### config.mk
export PLATFORM = sky130hd
export DESIGN_NAME = oct_key_counter
export DESIGN_NICKNAME = d
export VERILOG_FILES = /design/src/rtl/oct_key_counter.sv
export SDC_FILE = /design/constraint.sdc
export NUM_CORES = 1
export LEC_CHECK = 0
export BUFFER_PORTS_ARGS = -buffer_cell sky130_fd_sc_hd__buf_2
export CAP_MARGIN = 10
export CORE_MARGIN = 3
export CORE_UTILIZATION = 45
export DETAILED_ROUTE_END_ITERATION = 6
export PLACE_DENSITY = 0.72
export SLEW_MARGIN = 25
export SYNTH_ARGS = -nofsm -noshare
export SYNTH_HDL_FRONTEND = slang
export SYNTH_SLANG_ARGS = --single-unit
### constraint.sdc
create_clock -name CLOCK_50 -period 3.2 [get_ports CLOCK_50]
set_clock_uncertainty 0.2 [all_clocks]
set_input_delay 0.32 -clock CLOCK_50 [delete_from_list [all_inputs] [get_ports CLOCK_50]]
set_output_delay 0.32 -clock CLOCK_50 [all_outputs]
set_load 0.01 [all_outputs]
### src/rtl/oct_key_counter.sv
// Debounced pushbutton driving a 3-bit octal up/down counter with load; press/wrap are one-cycle pulses.
// Latency: a key level held from before edge 1 is accepted, counted and pulsed at edge DEBOUNCE_CYCLES+2.
module oct_key_counter #(
   parameter int DEBOUNCE_CYCLES = 500000
) (
   input  logic       CLOCK_50,
   input  logic       rst,
   input  logic       key_n,
   input  logic       up_dn,
   input  logic       load,
   input  logic [2:0] load_val,
   output logic [2:0] digit,
   output logic       press,
   output logic       wrap
);

   localparam int CW = $clog2(DEBOUNCE_CYCLES);
   localparam logic [CW-1:0] CNT_MAX = CW'(DEBOUNCE_CYCLES - 1);

   logic          s1;
   logic          s2;
   logic          stable;
   logic [CW-1:0] cnt;
   logic          accept;
   logic          fall;
   logic          at_edge;

   // The level flips on the very edge where the N-th mismatching sample is seen.
   assign accept  = (s2 != stable) && (cnt == CNT_MAX);
   assign fall    = accept && stable;
   assign at_edge = up_dn ? (digit == 3'd7) : (digit == 3'd0);

   always_ff @(posedge CLOCK_50) begin
      if (rst) begin
         s1     <= 1'b1;
         s2     <= 1'b1;
         stable <= 1'b1;
         cnt    <= '0;
         digit  <= 3'd0;
         press  <= 1'b0;
         wrap   <= 1'b0;
      end else begin
         s1 <= key_n;
         s2 <= s1;

         if (s2 == stable) begin
            cnt <= '0;
         end else if (cnt == CNT_MAX) begin
            stable <= s2;
            cnt    <= '0;
         end else begin
            cnt <= cnt + CW'(1);
         end

         press <= fall;
         wrap  <= fall && !load && at_edge;

         // Load wins over a coincident press; the press pulse itself is still reported.
         if (load) begin
            digit <= load_val;
         end else if (fall) begin
            digit <= up_dn ? digit + 3'd1 : digit - 3'd1;
         end
      end
   end

endmodule

## Yosys cells after proc, flatten, opt, wreduce, memory -nomap -nowiden

Index checks and enable logic that the tools add are counted.

| word-level totals | value |
|---|---|
| bits in registers | 27 |
| input port bits | 8 |

| cells by class | value |
|---|---|
| $add $sub $neg | 3 |
| equal/unequal tests | 4 |
| multiplexer cells | 4 |
| bitwise logic cells | 1 |
| reduce and logical (&&, ||, !) cells | 9 |

Operators with widths:

| kind | count |
|---|---|
| 19-bit by 1-bit adder with 19-bit output (second input constant) | 1 |
| 19-bit equality test (second input constant) | 1 |
| 3-bit two-way mux | 3 |
| 1-bit logical AND | 4 |
| 3-bit by 1-bit adder with 3-bit output (second input constant) | 1 |
| 3-bit equality test (second input constant) | 1 |
| 3-bit logical NOT | 1 |
| 3-bit OR reduction | 1 |
| 3-bit by 1-bit subtractor with 3-bit output (second input constant) | 1 |
| 2-bit AND reduction | 1 |
| 2-bit nonzero test | 1 |
| 1-bit equality test | 1 |
| 1-bit logical NOT | 1 |
| 1-bit two-way mux | 1 |
| 1-bit inequality test | 1 |
| 1-bit NOT | 1 |

## Depth between registers and ports, before layout

Gate-level depths: netlist of the first run.

| logic depth | value |
|---|---|
| depth after elaboration | 5 |
| depth in mapped cells | 6 |
| depth with buffers taken out | 6 |

## Least setup slack after synthesis of the first run

No wires, ideal clock.

| path | value |
|---|---|
| kind | register to register |
| start point | register cnt[0] |
| end point | register digit[0] |
| setup time | 112 ps |
| data arrival time | 1,647 ps |
| path slack | 1,241 ps |
| stages on the path, launching flop included | 7 |
| path buffers | 1 |
| period minus slack after synthesis | 1,959 ps |
| cell sequence | dfxtp_1 > ha_1 > buf_4 > nand4bb_1 > or2_2 > or2_0 > a2111oi_1 |

| on the way | value |
|---|---|
| word-level cells in the longest chain between the ends | 4 |

Ends and longest elaborated chain:

| what | line | RTL |
|---|---|---|
| from (decl) | 23 | `logic [CW-1:0] cnt;` |
| from (signal assigned) | 52 | `cnt <= cnt + CW'(1);` |
| 19-bit equality test | 29 | `assign accept = (s2 != stable) && (cnt == CNT_MAX);` |
| 1-bit logical AND | 29 |  |
| 1-bit logical AND | 30 | `assign fall = accept && stable;` |
| 2-bit nonzero test (no source line) | -- |  |
| to (signal assigned) | 60 | `digit <= load_val;` |
| to (signal assigned) | 62 | `digit <= up_dn ? digit + 3'd1 : digit - 3'd1;` |
| to (decl) | 12 | `output logic [2:0] digit,` |

Every way passes these cells.
A chain may end at the register's enable or synchronous reset.

## Final worst setup path of the first run

Same ends and word-level chain as after synthesis.

==> results.sh, run 1 <==
export IMPL_area_delta_synth_final_pct=8.52
export IMPL_total_power_mw=0.517
export IMPL_layout_setup_ws_ns=0.963
export IMPL_die_width_um=60.5
export IMPL_grtUsageMet3=0.0277
export IMPL_cts_max_path_buffers=2
export IMPL_max_freq_mhz=447
export IMPL_nets=170
export IMPL_pwr_share_comb=0.055
export IMPL_pwr_share_clk=0.278
export IMPL_grt_ovfl_total=0
export IMPL_grtUsageTotal=0.156
export IMPL_cts_tree="yes"
export IMPL_wl_um=2460
export IMPL_crit_type="reg2reg"
export IMPL_use_met1=0.174
export IMPL_firstDrtPassIters=4
export IMPL_fin_crit_ns=2.24
export IMPL_ys_flop_type="dfxtp_1"
export IMPL_cts_root_buf="clkbuf_4"
export IMPL_port_buffers=12
export IMPL_via_per_inst=5.72
export IMPL_mappedNetlistArea_sq_mm=0.00134
export IMPL_core_area_sq_mm=0.00278
export IMPL_gp_congestion=0.774
export IMPL_arrival_ns=2.26
export IMPL_p_int_mw=0.400
export IMPL_grt_pass1_vias=1056
export IMPL_switchingPower_mw=0.116
export IMPL_grt_busiest_layer="met2"
export IMPL_initial_core_util=0.480
export IMPL_p_leak_nw=0.481
export IMPL_cp_required_ns=3.22
export IMPL_wire_per_inst_um=12.9
export IMPL_drv_slew=0
export IMPL_ioPinCount=13
export IMPL_endpoint_kind="flop"
export IMPL_tns_ns=0
export IMPL_syn_area_per_cell_sq_um=9.15
export IMPL_postCtsSetupRepairBufs=0
export IMPL_clkLatencyLatePin_ns=0.32
export IMPL_synth_edf_count=0
export IMPL_synth_cells=146
export IMPL_ir_drop_uv=236
export IMPL_powerDensity_mw_per_mm2=356
export IMPL_cp_start_kind="flop"
export IMPL_p_seq_frac=0.667
export IMPL_hold_viol_final=0
export IMPL_status="completed"
export IMPL_grt_start_max_net_pins=20
export IMPL_cts_resized=0
export IMPL_diodes=0
export IMPL_grt_use_met2=0.292
export IMPL_placementRows=19
export IMPL_tightest_slew_ns=0.763
export IMPL_placed_cell_area_sq_mm=0.00141
export IMPL_drv_cap=0
export IMPL_holdWs_ns=0.0563
export IMPL_slew_headroom=0.491
export IMPL_cts_sinks=27
export IMPL_ys_seq_elements=27
export IMPL_grt_pass1_wl_um=4370
export IMPL_die_y_um=60.5
export IMPL_fin_crit_sh=0.699
export IMPL_h_tree_depth=1
export IMPL_synth_warnings=0
export IMPL_clk_pin_slew_ns=0.14
export IMPL_drive_above_1_share=0.176
export IMPL_switching_share=0.225
export IMPL_cts_buffers=3
export IMPL_drtAntennaViolNets=0
export IMPL_holdCritPathClass="in2reg"
export IMPL_vias=1087
export IMPL_finalSetupViolCount=0
export IMPL_ys_seq_area_frac=0.404
export IMPL_antenna_found_initial=0
export IMPL_ys_types=40
export IMPL_design_area_sq_mm=0.00145
export IMPL_ctsHoldBuffers=1
export IMPL_first_iter_violations=38
export IMPL_place_ws_ns=0.966
export IMPL_dp_hpwl_um=1820
export IMPL_drc_errors=0
export IMPL_ys_async_sr_fraction=0
export IMPL_die_area_sq_mm=0.00366
export IMPL_rsz0062_at_grt="no"
export IMPL_worst_path_max_fanout=8
export IMPL_syn_nets=156
[routing by layer]
| metal | share of wire | wire length [um] |
|---|---|---|
| met2 | 0.49 | 1220 |
| met3 | 0.039 | 97 |
| met5 | 0 | 0 |
| met4 | 0.020 | 48 |
| met1 | 0.45 | 1100 |
[sequential cells by signal, summed over array words and instances (netlist names)]
| signal | cells |
|---|---|
| wrap | 1 |
| cnt | 19 |
| digit | 3 |
| press | 1 |
| stable | 1 |
| s2 | 1 |
| s1 | 1 |
[power groups by stage]
stage | clock [mW] | combinational [mW] | sequential, mW
after global routing | 0.160 | 0.0329 | 0.346
after CTS | 0.149 | 0.0286 | 0.345
after floorplan | 0 | 0.0141 | 0.353
after detailed placement | 0 | 0.0273 | 0.352
after global placement | 0 | 0.0273 | 0.352
final | 0.144 | 0.0284 | 0.345
[cell usage in the layout (no fill, tap or decap), types with 2 or more instances in the layout]
cell type	n
nand4_1	5
nor4b_1	2
nand2_1	7
clkbuf_4	3
nand2b_1	3
nand3b_1	2
dfxtp_1	27
nor3_1	4
a21oi_1	4
inv_1	6
nor3b_1	2
nor2_1	23
buf_2	12
nand3_1	6
o21ai_0	4
or4_1	2
nor4_1	6
xor2_1	6
xnor2_1	9
or2_2	3
a2111oi_1	2
[cell type report]
cell class	instances	area, sq um
Clock buffer	3	22.5
Sequential cell	27	541
Tap cell	31	38.8
Inverter	6	22.5
Fill cell	272	1330
Clock inverter	1	5.00
Timing Repair Buffer	13	70.1
Multi-Input combinational cell	109	751
[cell families after synthesis]
| family | share of synthesized area |
|---|---|
| AND/OR/NAND/NOR | 0.347 |
| flip-flops | 0.404 |
| AO/OA/AOI/OAI | 0.0918 |
| XOR/XNOR | 0.0983 |
| buffers and inverters | 0.0337 |
| adder cells (fa/ha/maj) | 0.0243 |
[cells in the mapped netlist (4+ instances only)]
| cell | count | share of area |
|---|---|---|
| dfxtp_1 | 27 | 0.40 |
| nor2_1 | 23 | 0.065 |
| xnor2_1 | 9 | 0.059 |
| nand2_1 | 7 | 0.020 |
| inv_1 | 6 | 0.017 |
| nand3_1 | 6 | 0.022 |
| nor4_1 | 6 | 0.028 |
| xor2_1 | 6 | 0.039 |
| nand4_1 | 5 | 0.023 |
| a21oi_1 | 4 | 0.015 |
| nor3_1 | 4 | 0.015 |
| o21ai_0 | 4 | 0.015 |
[critical path, stage by stage, from the launching register on]
cell and delay (ns):
dfxtp_1 0.42, ha_1 0.34, nand4bb_1 0.27, or2_2 0.38, or2_0 0.21, a2111oi_1 0.32
[through the flow]
| step | instances | util |
|---|---|---|
| after floorplan | 146 | - |
| after global placement | 185 | 0.508 |
| after detailed placement | 185 | 0.508 |
| after CTS | 190 | 0.521 |
| after global routing | 190 | 0.521 |
| final | 190 | 0.521 |
[path summary, 6_finish.rpt]
| check | startpoint | endpoint | slack (ns) | cells after the start |
|---|---|---|---|---|
| worst max-delay path | cnt[0] | digit[0] | 0.96 | 5 |
| worst min-delay path | load | wrap | 0.06 | 2 |
| worst max register to register | cnt[0] | digit[0] | 0.96 | 5 |
| worst min register to register | s1 | s2 | 0.23 | 1 |
Power figures use the tool's default switching activity.
==> run 2: changes to the inputs <==
- PLACE_DENSITY: 0.72 -> 0.75
- clock period: 3.2 -> 1.85 ns (I/O delays scaled with it)
==> results.sh, run 2 (synthesis results as in run 1) <==
export IMPL_multi_input_area_sq_um=853
export IMPL_firstDrtPassIters=4
export IMPL_r2r_start="digit[0]"
export IMPL_core_area_sq_mm=0.00278
export IMPL_cp_start_kind="flop"
export IMPL_fin_util=0.638
export IMPL_drc_errors=0
export IMPL_via_per_inst=5.61
export IMPL_cts_root_buf="clkbuf_4"
export IMPL_initial_core_util=0.480
export IMPL_drv_slew=0
export IMPL_antenna_found_initial=0
export IMPL_vias=1195
export IMPL_seqCellArea_sq_um=564
export IMPL_dp_hpwl_um=2160
export IMPL_hold_start="up_dn"
export IMPL_fill_cells=228
export IMPL_ir_drop_uv=412
export IMPL_die_width_um=60.5
export IMPL_r2r_setup_slack_ns=0.05
export IMPL_h_tree_depth=1
export IMPL_first_iter_violations=55
export IMPL_cp_required_ns=1.89
export IMPL_p_leak_nw=0.614
export IMPL_biggestRegsByFlops="cnt: 19 flops, digit: 3 flops"
export IMPL_grtUsageTotal=0.184
export IMPL_port_buffers=12
export IMPL_cts_max_path_buffers=2
export IMPL_timing_hold_worst_endpoint="wrap"
export IMPL_gp_congestion=0.816
export IMPL_ioPinCount=13
export IMPL_max_freq_mhz=556
export IMPL_pwr_share_comb=0.089
export IMPL_switchingPower_mw=0.219
export IMPL_slew_headroom=0.778
export IMPL_timing_rr_end="digit[2]"
export IMPL_regMostFlops="cnt"
export IMPL_fin_crit_ns=1.80
export IMPL_drtAntennaViolNets=0
export IMPL_cts_tree="yes"
export IMPL_pwr_share_clk=0.274
export IMPL_die_y_um=60.5
export IMPL_arrival_ns=1.83
export IMPL_p_int_mw=0.706
export IMPL_switching_share=0.236
export IMPL_clk_pin_slew_ns=0.14
export IMPL_cts_buffers=3
export IMPL_diodes=0
export IMPL_layout_common_cells="23 x nor2_1, 17 x buf_4, 16 x dfxtp_1, 12 x buf_2, 9 x xnor2_1"
export IMPL_die_area_sq_mm=0.00366
export IMPL_nets=193
export IMPL_fin_crit_sh=0.972
export IMPL_hold_viol_final=0
export IMPL_placementRows=19
export IMPL_rr_worst_depth=5
export IMPL_area_delta_synth_final_pct=32.8
export IMPL_tightest_slew_ns=0.330
export IMPL_drive_above_1_share=0.379
export IMPL_largest_reg_flops=19
export IMPL_powerDensity_mw_per_mm2=521
export IMPL_status="completed"
export IMPL_cts_sinks=27
export IMPL_grt_pass1_wl_um=5140
export IMPL_grt_pass1_vias=1139
export IMPL_holdWs_ns=0.107
export IMPL_hold_depth=4
export IMPL_mostFrequentLayoutCell="nor2_1"
export IMPL_worst_path_max_fanout=2
export IMPL_rsz0062_at_grt="yes"
export IMPL_wire_per_inst_um=15.0
export IMPL_p_seq_frac=0.637
export IMPL_wl_um=3190
export IMPL_holdCritPathClass="in2reg"
export IMPL_clkLatencyLatePin_ns=0.32
export IMPL_drv_cap=0
export IMPL_grt_ovfl_total=0
export IMPL_endpoint_kind="flop"
export IMPL_crit_type="reg2reg"
export IMPL_finalSetupViolCount=0
export IMPL_grt_start_max_net_pins=20
run 2: metrics by stage:
| stage | area (sq um) | std cells | power (mW) | TNS [ns] | setup slack [ns] |
|---|---|---|---|---|---|
| 4_1_cts | 1680 | 213 | 0.936 | 0 | 0.00122 |
| 5_1_grt | 1770 | 213 | 0.971 | -0.144 | -0.0540 |
| 6_report | 1770 | 213 | 0.925 | 0 | 0.0514 |
| 3_3_place_gp | 1580 | 202 | 0.665 | 0 | 0.0591 |
| 3_5_place_dp | 1580 | 202 | 0.670 | -0.0420 | -0.0214 |
| 2_1_floorplan | 1360 | 146 | 0.635 | 0 | 0.0338 |
run 2: worst max path at each step:
| stage | from | end | slack (ns) | cells after the start |
|---|---|---|---|---|
| 6_report | digit[0] | digit[2] | 0.05 | 5 |
| 3_5_place_dp | cnt[12] | cnt[17] | -0.02 | 4 |
| 2_1_floorplan | cnt[1] | digit[0] | 0.03 | 6 |
| 5_1_grt | cnt[3] | stable | -0.05 | 5 |
| 4_1_cts | cnt[10] | digit[0] | 0.001 | 4 |
| 3_3_place_gp | up_dn | digit[2] | 0.06 | 7 |
run 2: worst max-delay path, stage by stage, from the launching register on:
cell       delay [ns]
dfxtp_2          0.36
fa_2             0.37
xor2_2           0.17
nor3_2           0.06
and4bb_2         0.25
a2111oi_4        0.31
run 2: what timing repair did:
item / 4_1_cts / 5_1_grt
hold endpoints to repair: 6 / 0
hold buffers: 6 / 0
buffers inserted: 1 / 0
setup endpoints to repair: 3 / 24
resized for setup: 6 / 22
pin swaps: 2 / 2
run 2: cell type report:
| cell class | count | share of cell area |
|---|---|---|
| inverter | 6 | 0.0127 |
| multi-input combinational | 109 | 0.481 |
| clock inverter | 1 | 0.00282 |
| clock buffer | 3 | 0.0127 |
| tap | 31 | 0.0219 |
| timing repair buffer | 36 | 0.151 |
| sequential | 27 | 0.318 |
run 2: power groups by stage:
stage          clock network (mW)  registers [mW]  logic (mW)
6_report                    0.254           0.589      0.0820
5_1_grt                     0.290           0.591      0.0903
4_1_cts                     0.266           0.595      0.0742
3_5_place_dp                    0           0.607      0.0624
3_3_place_gp                    0           0.606      0.0591
2_1_floorplan                   0           0.610      0.0245
run 2: metal layers:
layer / track usage / routed length [um]
met5: 0 / 0
met4: 0.0805 / 53
met3: 0.0213 / 131
met2: 0.346 / 1720
met1: 0.209 / 1290
